$ cat src/rtl/xilinx_dram_pkg.sv
// Shared types and constants for the LUTRAM read-side streaming engine.
package xilinx_dram_pkg;

  typedef enum logic [1:0] {
    IDLE  = 2'd0,
    RUN   = 2'd1,
    DRAIN = 2'd2
  } state_t;

  // Only the two native LUTRAM column depths are supported.
  localparam int ABITS_DEPTH64  = 6;
  localparam int ABITS_DEPTH128 = 7;
  localparam int DEPTH64        = 64;
  localparam int DEPTH128       = 128;

  function automatic int depth_of(input int abits);
    return 1 << abits;
  endfunction

endpackage

$ cat src/rtl/xilinx_dram_readout_if.sv
// Output stream of the readout engine: valid/ready handshake with end-of-burst flag.
interface xilinx_dram_readout_if #(
  parameter int WIDTH = 8
);
  logic             valid;
  logic             ready;
  logic [WIDTH-1:0] data;
  logic             last;

  modport master (output valid, output data, output last, input ready);
  modport slave  (input valid, input data, input last, output ready);
endinterface

$ cat src/rtl/xilinx_dram_readout_slot.sv
// Single-entry output register: captures a word when told to and holds it until accepted.
module xilinx_dram_readout_slot #(
  parameter int WIDTH = 8
) (
  input  logic             clk,
  input  logic             rst_n,
  input  logic             capture,
  input  logic [WIDTH-1:0] cap_data,
  input  logic             cap_last,
  output logic             free,
  xilinx_dram_readout_if.master m
);

  logic             valid_q;
  logic             last_q;
  logic [WIDTH-1:0] data_q;

  // NOTE: registers use non-blocking assignments; data is reset too because the
  // outputs must read as zero during and after reset, not just invalid.
  always_ff @(posedge clk or negedge rst_n) begin
    if (!rst_n) begin
      valid_q <= 1'b0;
      data_q  <= '0;
      last_q  <= 1'b0;
    end else if (capture) begin
      valid_q <= 1'b1;
      data_q  <= cap_data;
      last_q  <= cap_last;
    end else if (m.ready) begin
      valid_q <= 1'b0;
    end
  end

  // A new word may enter in the same cycle the held one leaves, so no bubble.
  assign free    = !valid_q || m.ready;
  assign m.valid = valid_q;
  assign m.data  = data_q;
  assign m.last  = last_q;

endmodule

$ cat src/rtl/xilinx_dram_readout.sv
// Burst read engine for a LUTRAM array: walks the async read port over a wrapping window.
// Optional macro DRAM_READOUT_BYPASS_EN forwards same-address write data into the capture.
module xilinx_dram_readout
  import xilinx_dram_pkg::*;
#(
  parameter int ABITS = 6,
  parameter int WIDTH = 8
) (
  input  logic             CLK1,
  input  logic             RSTN,
  input  logic             cmd_valid,
  output logic             cmd_ready,
  input  logic [ABITS-1:0] cmd_base,
  input  logic [ABITS-1:0] cmd_len,
  output logic [ABITS-1:0] A1ADDR,
  input  logic [WIDTH-1:0] A1DATA,
  input  logic [ABITS-1:0] B1ADDR,
  input  logic [WIDTH-1:0] B1DATA,
  input  logic             B1EN,
  xilinx_dram_readout_if.master m,
  output logic             done
);

  localparam int DEPTH = depth_of(ABITS);

  state_t           state_q, state_d;
  logic [ABITS-1:0] addr_q, addr_d;
  logic [ABITS-1:0] rem_q, rem_d;
  logic             done_q, done_d;
  logic             capture, cap_last, slot_free, last_accept;
  logic [WIDTH-1:0] cap_data;

`ifdef DRAM_READOUT_BYPASS_EN
  assign cap_data = (B1EN && (B1ADDR == addr_q)) ? B1DATA : A1DATA;
`else
  // The LUTRAM write lands at the edge, so the read port still shows old contents.
  assign cap_data = A1DATA;
  logic unused_b1;
  assign unused_b1 = &{1'b0, B1EN, B1ADDR, B1DATA};
`endif

  assign last_accept = m.valid && m.ready && m.last;

  always_ff @(posedge CLK1 or negedge RSTN) begin
    if (!RSTN) begin
      state_q <= IDLE;
      addr_q  <= '0;
      rem_q   <= '0;
      done_q  <= 1'b0;
    end else begin
      state_q <= state_d;
      addr_q  <= addr_d;
      rem_q   <= rem_d;
      done_q  <= done_d;
    end
  end

  // NOTE: every signal gets a default before the case so no latch is inferred.
  always_comb begin
    state_d   = state_q;
    addr_d    = addr_q;
    rem_d     = rem_q;
    done_d    = 1'b0;
    capture   = 1'b0;
    cap_last  = 1'b0;
    cmd_ready = 1'b0;
    unique case (state_q)
      IDLE: begin
        cmd_ready = 1'b1;
        if (cmd_valid) begin
          addr_d  = cmd_base;
          rem_d   = cmd_len;
          state_d = RUN;
        end
      end
      RUN: begin
        if (slot_free) begin
          capture  = 1'b1;
          cap_last = (rem_q == '0);
          if (rem_q == '0) begin
            state_d = DRAIN;
          end else begin
            addr_d = ABITS'((int'(addr_q) + 1) % DEPTH);
            rem_d  = rem_q - 1'b1;
          end
        end
      end
      DRAIN: begin
        // done is held for one cycle before returning, so cmd_ready follows done.
        if (done_q) begin
          state_d = IDLE;
        end else if (last_accept) begin
          done_d = 1'b1;
        end
      end
      default: state_d = IDLE;
    endcase
  end

  assign A1ADDR = addr_q;
  assign done   = done_q;

  xilinx_dram_readout_slot #(
    .WIDTH (WIDTH)
  ) u_slot (
    .clk      (CLK1),
    .rst_n    (RSTN),
    .capture  (capture),
    .cap_data (cap_data),
    .cap_last (cap_last),
    .free     (slot_free),
    .m        (m)
  );

endmodule

$ cat src/flat_wrapper.sv
// flat-port wrapper written by rule: the top's interface ports become plain ports
module xilinx_dram_readout_flat import xilinx_dram_pkg::*;
#(
  parameter int ABITS = 6,
  parameter int WIDTH = 8
)
  (CLK1, RSTN, cmd_valid, cmd_ready, cmd_base, cmd_len, A1ADDR, A1DATA, B1ADDR, B1DATA, B1EN, done, m_valid, m_data, m_last, m_ready);
  xilinx_dram_readout_if #(.WIDTH(WIDTH)) m_i ();
  input  logic CLK1;
  input  logic RSTN;
  input  logic cmd_valid;
  output logic cmd_ready;
  input  logic [ABITS-1:0] cmd_base;
  input  logic [ABITS-1:0] cmd_len;
  output logic [ABITS-1:0] A1ADDR;
  input  logic [WIDTH-1:0] A1DATA;
  input  logic [ABITS-1:0] B1ADDR;
  input  logic [WIDTH-1:0] B1DATA;
  input  logic B1EN;
  output logic done;
  output wire logic [$bits(m_i.valid)-1:0] m_valid;
  output wire logic [$bits(m_i.data)-1:0] m_data;
  output wire logic [$bits(m_i.last)-1:0] m_last;
  input wire logic [$bits(m_i.ready)-1:0] m_ready;
  assign m_valid = m_i.valid;
  assign m_data = m_i.data;
  assign m_last = m_i.last;
  assign m_i.ready = m_ready;
  xilinx_dram_readout #(.ABITS(ABITS), .WIDTH(WIDTH)) u_core (.CLK1(CLK1), .RSTN(RSTN), .cmd_valid(cmd_valid), .cmd_ready(cmd_ready), .cmd_base(cmd_base), .cmd_len(cmd_len), .A1ADDR(A1ADDR), .A1DATA(A1DATA), .B1ADDR(B1ADDR), .B1DATA(B1DATA), .B1EN(B1EN), .m(m_i), .done(done));
endmodule
$ cat config.mk
export PLATFORM = sky130hd
export DESIGN_NAME = xilinx_dram_readout_flat
export DESIGN_NICKNAME = d
export VERILOG_FILES = /design/src/rtl/xilinx_dram_pkg.sv /design/src/rtl/xilinx_dram_readout_if.sv /design/src/rtl/xilinx_dram_readout_slot.sv /design/src/rtl/xilinx_dram_readout.sv /design/src/flat_wrapper.sv
export SDC_FILE = /design/constraint.sdc
export NUM_CORES = 1
export LEC_CHECK = 0
export CORE_ASPECT_RATIO = 0.7
export CORE_MARGIN = 2
export CORE_UTILIZATION = 25
export CTS_BUF_LIST = sky130_fd_sc_hd__clkbuf_4 sky130_fd_sc_hd__clkbuf_8 sky130_fd_sc_hd__clkbuf_16
export DETAILED_ROUTE_END_ITERATION = 10
export REMOVE_ABC_BUFFERS = 1
export SETUP_SLACK_MARGIN = 0.3
export SLEW_MARGIN = 20
export SYNTH_ARGS = -nofsm -noshare
export SYNTH_HDL_FRONTEND = slang
export SYNTH_SLANG_ARGS = --single-unit
$ cat constraint.sdc
create_clock -name CLK1 -period 1.8 [get_ports CLK1]
set_input_delay 0.27 -clock CLK1 [delete_from_list [all_inputs] [get_ports CLK1]]
set_output_delay 0.27 -clock CLK1 [all_outputs]
set_load 0.02 [all_outputs]
==> flow_summary.ini, run 1 <==
[detailed_routing]
first_iter_violations = 43
ant_nets = 0
wl_per_cell_um = 13.4
wl_um = 3640
vias = 1224
drcViolationCount = 0
vias_per_cell = 4.52
first_pass_iters = 4

[final_layout]
drive_above_1_share_pct = 25.2
multiInputGateArea_sq_um = 741
final_util_pct = 42.8
area_growth_pct = 62.1
layout.nets = 245
regArea_sq_um = 627
antenna_cells = 0
fill_cells = 507
final_cell_area_sq_um = 2090

[synth]
synth_compound_area_share_pct = 20.1
synth_seq_cells = 25
synth-simple-area-share_pct = 23.0
synth_area_leaders = dfrtp_1, nand2_1, ha_1
synth_top_family_by_area = simple AND/OR/NAND/NOR gates
syn_area_per_cell_sq_um = 9.22
yosysWarnings = 0
synthCells = 140
synthMuxAreaShare_pct = 1.55
synthArstFlopShare_pct = 100
yosysMostFrequentCell = nand2_1
yosysSeqAreaShare_pct = 48.4
synth_cell_types = 37
synth_area_leader_cell = dfrtp_1
synthFlopType = dfrtp_1
synth_area_sq_um = 1290
synthAdderAreaFrac_pct = 2.91
synthTopCellsByCount = nand2_1, dfrtp_1, inv_1, nor2_1
synth_xor_area_share_pct = 0
synth_top_area_share_pct = 48.4
synth-edff-count = 0

[critical_path]
rrSetupSlack_ps = 210
crit_fanout = 6
worstPathRequired_ps = 2000
worst_setup_path_end_kind = flop
reg2regPathDepth = 7
r2r_start = u_core.rem_q[0]$_DFFE_PN0P_
crit_path_start_kind = flop
arrival_ps = 1780
r2r-end = u_core.rem_q[1]$_DFFE_PN0P_
criticalPathCategory = flop to flop

[floorplan]
die_area_sq_um = 5770
die_x_um = 89.9
ioPinCount = 57
coreArea_sq_um = 4890
start_util_pct = 26.4
num_rows = 21
fp.dieH_um = 64.1

[clocking]
cts_buffer_depth = 2
clk_pin_slew_ps = 90
cts_root_buffer = clkbuf_8
cts_htree_levels = 1
cts_buffers = 3
clock_latency_ps = 270
cts.sinks = 25
cts_tree = built

[power_and_ir_drop]
ir_worst_vdd_mv = 0.293
total_power_uw = 1050
p_leak_uw = 0.000958
power.density_nw_per_um2 = 503

[placement]
dpl_cell_area_sq_um = 1880
place.gp.congestion = 0.815
post-dp-hpwl_um = 2490
numPortBuffers = 41

[global_route]
grt_max_degree = 26
grt_pass1_wl_um = 5890
grt_pass1_vias = 1208
grt-ovfl-total = 0
antenna_found_initial = 0
grt_usage_pct = 12.8

[sta]
maxSlewHeadroom_pct = 78.4
fmax_ghz = 0.630
fin_skew_ps = 1.97
rsz0062_at_grt = yes
worst_slew_pin_slew_ps = 324
whs_ps = 358
setup_violations = 0
fin_crit_ps = 1590
min_period_over_period_pct = 88.1
hold_violations = 0
drv_slew = 0

[min_path]
hold_path_class = input port to asynchronous set/reset pin

[flow_run]
maxCapViolations = 0

[run_status]
status = finished clean
cell usage in the layout, fill, tap and decap left out, types with 2 or more instances in the layout:
cell / instances
nand3_1: 5
nor2b_1: 2
buf_4: 18
inv_2: 2
nor2_1: 7
a21oi_1: 3
buf_6: 3
a31oi_1: 3
clkdlybuf4s50_1: 23
a22o_1: 2
o21a_1: 2
nand2_4: 2
o22ai_1: 2
mux2i_1: 2
o21ai_0: 5
clkbuf_8: 3
o221a_2: 2
nand2b_1: 2
dlygate4sd2_1: 17
inv_1: 6
or3_1: 3
a211oi_1: 2
nor3_4: 2
dfrtp_1: 24
a22oi_2: 2
nand2_1: 30
per-layer routing:
metal / track usage (%) / vias to the layer above / wire, um
met2: 19.5 / 29 / 1680
met4: 4.42 / 0 / 31
met1: 17.4 / 572 / 1770
met5: 0 / - / 0
met3: 4.01 / 2 / 162
li1: - / 621 / -
cell type report:
class | count | share of cell area [%]
clock buffers | 4 | 2.33
well taps | 69 | 4.12
inverters | 8 | 1.43
flip-flops and latches | 25 | 29.9
multi-input cells | 103 | 35.4
repair buffers | 62 | 26.8
flip-flops by register name (all words and copies together) (netlist names):
| signal | flops |
|---|---|
| u_core.rem_q | 6 |
| u_core.done | 1 |
| u_core.u_slot.m.valid | 1 |
| u_core.A1ADDR | 6 |
| u_core.u_slot.m.data | 8 |
| u_core.state_q | 2 |
| u_core.u_slot.m.last | 1 |
kinds of logic (layout without fill, tap and decap cells):
| family | Yosys count | count (layout) |
|---|---|---|
| flops | 25 | 25 |
| mux | 2 | 2 |
| compound gates | 35 | 35 |
| buf+inv | 12 | 74 |
| fa+ha+maj | 3 | 3 |
| simple gates | 63 | 63 |
where the power goes:
| part | total (uW) | internal (uW) | switching [uW] |
|---|---|---|---|
| sequential | 586 | 575 | 11.0 |
| combinational | 118 | 69.6 | 48.5 |
| clock | 350 | 173 | 176 |
through the flow:
stage	std cells	setup slack (ps)	setup TNS, ps
after floorplan	136	117	0
after global placement	261	-23.8	-35.4
after detailed placement	261	-25.7	-45.1
after CTS	269	252	0
after global routing	271	121	0
final	271	213	0
critical path, cell delays in order (launching register included):
cell and delay (ps):
dfrtp_1 390, inv_2 70, ha_4 150, nor2b_4 140, a211o_4 370, buf_4 150
nand2_4 80, mux2i_1 180
how the worst max path moves through the flow:
| stage | startpoint | endpoint | slack [ps] |
|---|---|---|---|
| floorplan | u_core.rem_q[0]$_DFFE_PN0P_ | u_core.rem_q[3]$_DFFE_PN0P_ | 120 |
| global placement | m_ready | u_core.rem_q[5]$_DFFE_PN0P_ | -20 |
| detailed placement | m_ready | u_core.rem_q[5]$_DFFE_PN0P_ | -30 |
| CTS | u_core.rem_q[0]$_DFFE_PN0P_ | u_core.A1ADDR[4]$_DFFE_PN0P_ | 250 |
| global route | u_core.rem_q[0]$_DFFE_PN0P_ | u_core.A1ADDR[0]$_DFFE_PN0P_ | 120 |
| finish | u_core.rem_q[0]$_DFFE_PN0P_ | u_core.rem_q[1]$_DFFE_PN0P_ | 210 |
timing repair:
action / in CTS / in global routing
endpoints found under the setup margin: 29 / 24
pin swaps: 8 / 5
gates resized for setup: 41 / 10
hold buffers: 0 / 0
setup buffers: 4 / 2
Power figures use the tool's default switching activity.
==> run 2: changes to the inputs <==
--- a/config.mk
+++ b/config.mk
@@ -12,7 +12,6 @@
 export DETAILED_ROUTE_END_ITERATION = 10
 export REMOVE_ABC_BUFFERS = 1
 export SETUP_SLACK_MARGIN = 0.3
-export SLEW_MARGIN = 20
 export SYNTH_ARGS = -nofsm -noshare
 export SYNTH_HDL_FRONTEND = slang
 export SYNTH_SLANG_ARGS = --single-unit
==> results of run 2 <==
The final DEF is identical to that of run 1; final timing and power are the same.
==> run 3: changes to the inputs <==
--- a/config.mk
+++ b/config.mk
@@ -9,6 +9,7 @@
 export CORE_MARGIN = 2
 export CORE_UTILIZATION = 25
 export CTS_BUF_LIST = sky130_fd_sc_hd__clkbuf_4 sky130_fd_sc_hd__clkbuf_8 sky130_fd_sc_hd__clkbuf_16
+export CTS_CLUSTER_DIAMETER = 100
 export DETAILED_ROUTE_END_ITERATION = 10
 export REMOVE_ABC_BUFFERS = 1
 export SETUP_SLACK_MARGIN = 0.3
==> constraint.sdc (replaced) <==
create_clock -name CLK1 -period 1.8 [get_ports CLK1]
set_input_delay 0.27 -clock CLK1 [delete_from_list [all_inputs] [get_ports CLK1]]
set_output_delay 0.27 -clock CLK1 [all_outputs]
set_load 0.01 [all_outputs]
==> flow_summary.ini, run 3 (synthesis results as in run 1) <==
[run_status]
status = finished clean

[final_layout]
area_growth_pct = 66.0
antenna_cells = 0
mostFrequentLayoutCells = clkdlybuf4s50_1, nand2_1, dfrtp_1, buf_4, nor2_1
largest_reg_flops = 8
layout.nets = 250
final_common_cell = clkdlybuf4s50_1
final_util_pct = 43.9
drive_above_1_share_pct = 26.6

[floorplan]
die_area_sq_um = 5770
die_x_um = 89.9
fp.dieH_um = 64.1
start_util_pct = 26.4
ioPinCount = 57
num_rows = 21
coreArea_sq_um = 4890

[power_and_ir_drop]
ir_worst_vdd_mv = 0.294
p_leak_uw = 0.000997
power.density_nw_per_um2 = 494
total_power_uw = 1060

[clocking]
clk_pin_slew_ps = 90
cts_htree_levels = 1
clock_latency_ps = 270
cts_tree = built
cts_buffer_depth = 2
cts_buffers = 3
cts.sinks = 25
cts_root_buffer = clkbuf_8

[detailed_routing]
first_iter_violations = 52
vias = 1234
drcViolationCount = 0
wl_um = 3540
wl_per_cell_um = 12.8
ant_nets = 0
first_pass_iters = 4
vias_per_cell = 4.47

[critical_path]
criticalPathCategory = flop to flop
slowest_delay_ps = 410
crit_fanout = 6
crit_path_start_kind = flop
crit_buf_inv = 2
worstPathRequired_ps = 1960
cp_slowest_cell = dfrtp_1
arrival_ps = 1750
worst_setup_path_end_kind = flop
path_delay_family = compound AO/OA/AOI/OAI gates
worstPathCellList = inv_2 -> ha_4 -> nor2b_4 -> a211o_4 -> buf_4 -> nor3_4 -> a2111o_1

[placement]
place.gp.congestion = 0.815
post-dp-hpwl_um = 2490
numPortBuffers = 41

[sta]
hold_violations = 0
fmax_ghz = 0.629
rsz0062_at_grt = yes
fin_crit_ps = 1590
setup_violations = 0
worst_slew_pin_slew_ps = 336
drv_slew = 0
fin_skew_ps = 3.55
min_period_over_period_pct = 88.3
maxSlewHeadroom_pct = 77.6

[global_route]
antenna_found_initial = 0
met2_usage_pct = 18.8
grt_pass1_wl_um = 5780
grt_usage_pct = 12.6
met3_usage_pct = 3.54
busiest_layer = met2
grt-ovfl-total = 0
grt_util_met1_pct = 17.7
grt_pass1_vias = 1198
grt_max_degree = 26

[flow_run]
maxCapViolations = 0

[min_path]
hold_path_class = input port to asynchronous set/reset pin
==> run 3: final timing paths <==
kind | start | end | slack, ps | cells after the start
min in group CLK1 | u_core.u_slot.m.data[5]$_DFFE_PN0P_ | u_core.u_slot.m.data[5]$_DFFE_PN0P_ | 480 | 2
worst min register to register | u_core.u_slot.m.data[5]$_DFFE_PN0P_ | u_core.u_slot.m.data[5]$_DFFE_PN0P_ | 480 | 2
worst max-delay path | u_core.rem_q[0]$_DFFE_PN0P_ | u_core.A1ADDR[5]$_DFFE_PN0P_ | 210 | 7
worst min-delay path | RSTN | u_core.done$_DFF_PN0_ | 360 | 2
max in group asynchronous | RSTN | u_core.state_q[0]$_DFFE_PN0P_ | 1180 | 2
worst max register to register | u_core.rem_q[0]$_DFFE_PN0P_ | u_core.A1ADDR[5]$_DFFE_PN0P_ | 210 | 7
==> run 3: area by class of cell <==
class	instances	area, sq um
tap	69	86.3
sequential	25	627
fill	495	2740
multi-input combinational	103	728
timing repair buffer	67	623
inverter	8	30.0
clock buffer	4	48.8
==> run 3: timing repair <==
action / 4_1_cts / 5_1_grt
gates cloned: 0 / 0
buffers inserted: 8 / 3
gates resized for setup: 25 / 11
setup endpoints to repair: 19 / 21
hold buffers: 0 / 0
pin swaps: 11 / 6
==> run 3: worst register-to-register path, delay by kind of cell, from the launching register on <==
family | cells | cell delay (ps)
flops | 1 | 410
buf+inv | 2 | 220
fa+ha+maj | 1 | 120
simple gates | 2 | 220
compound gates | 2 | 520
==> run 3: stage by stage <==
step | worst slack [ps] | cells | hold WS [ps] | TNS [ps] | instance area, sq um
4_1_cts | 244 | 273 | 377 | 0 | 2080
3_3_place_gp | -23.8 | 261 | 464 | -35.4 | 1880
6_report | 211 | 276 | 363 | 0 | 2140
2_1_floorplan | 117 | 136 | -25.6 | 0 | 1270
5_1_grt | 118 | 276 | 404 | 0 | 2140
3_5_place_dp | -25.7 | 261 | 465 | -45.1 | 1880
==> run 3: routing by layer <==
metal	vias up	wire length, um
met4	0	30
met2	31	1510
met3	2	183
li1	633	-
met5	-	0
met1	568	1820
==> run 3: power breakdown <==
part	leakage [uW]	total [uW]	internal, uW	switching, uW
Combinational	0.000680	121	79.5	41.5
Clock	0.0000262	354	174	180
Sequential	0.000291	585	575	9.74
Total	0.000997	1060	828	231
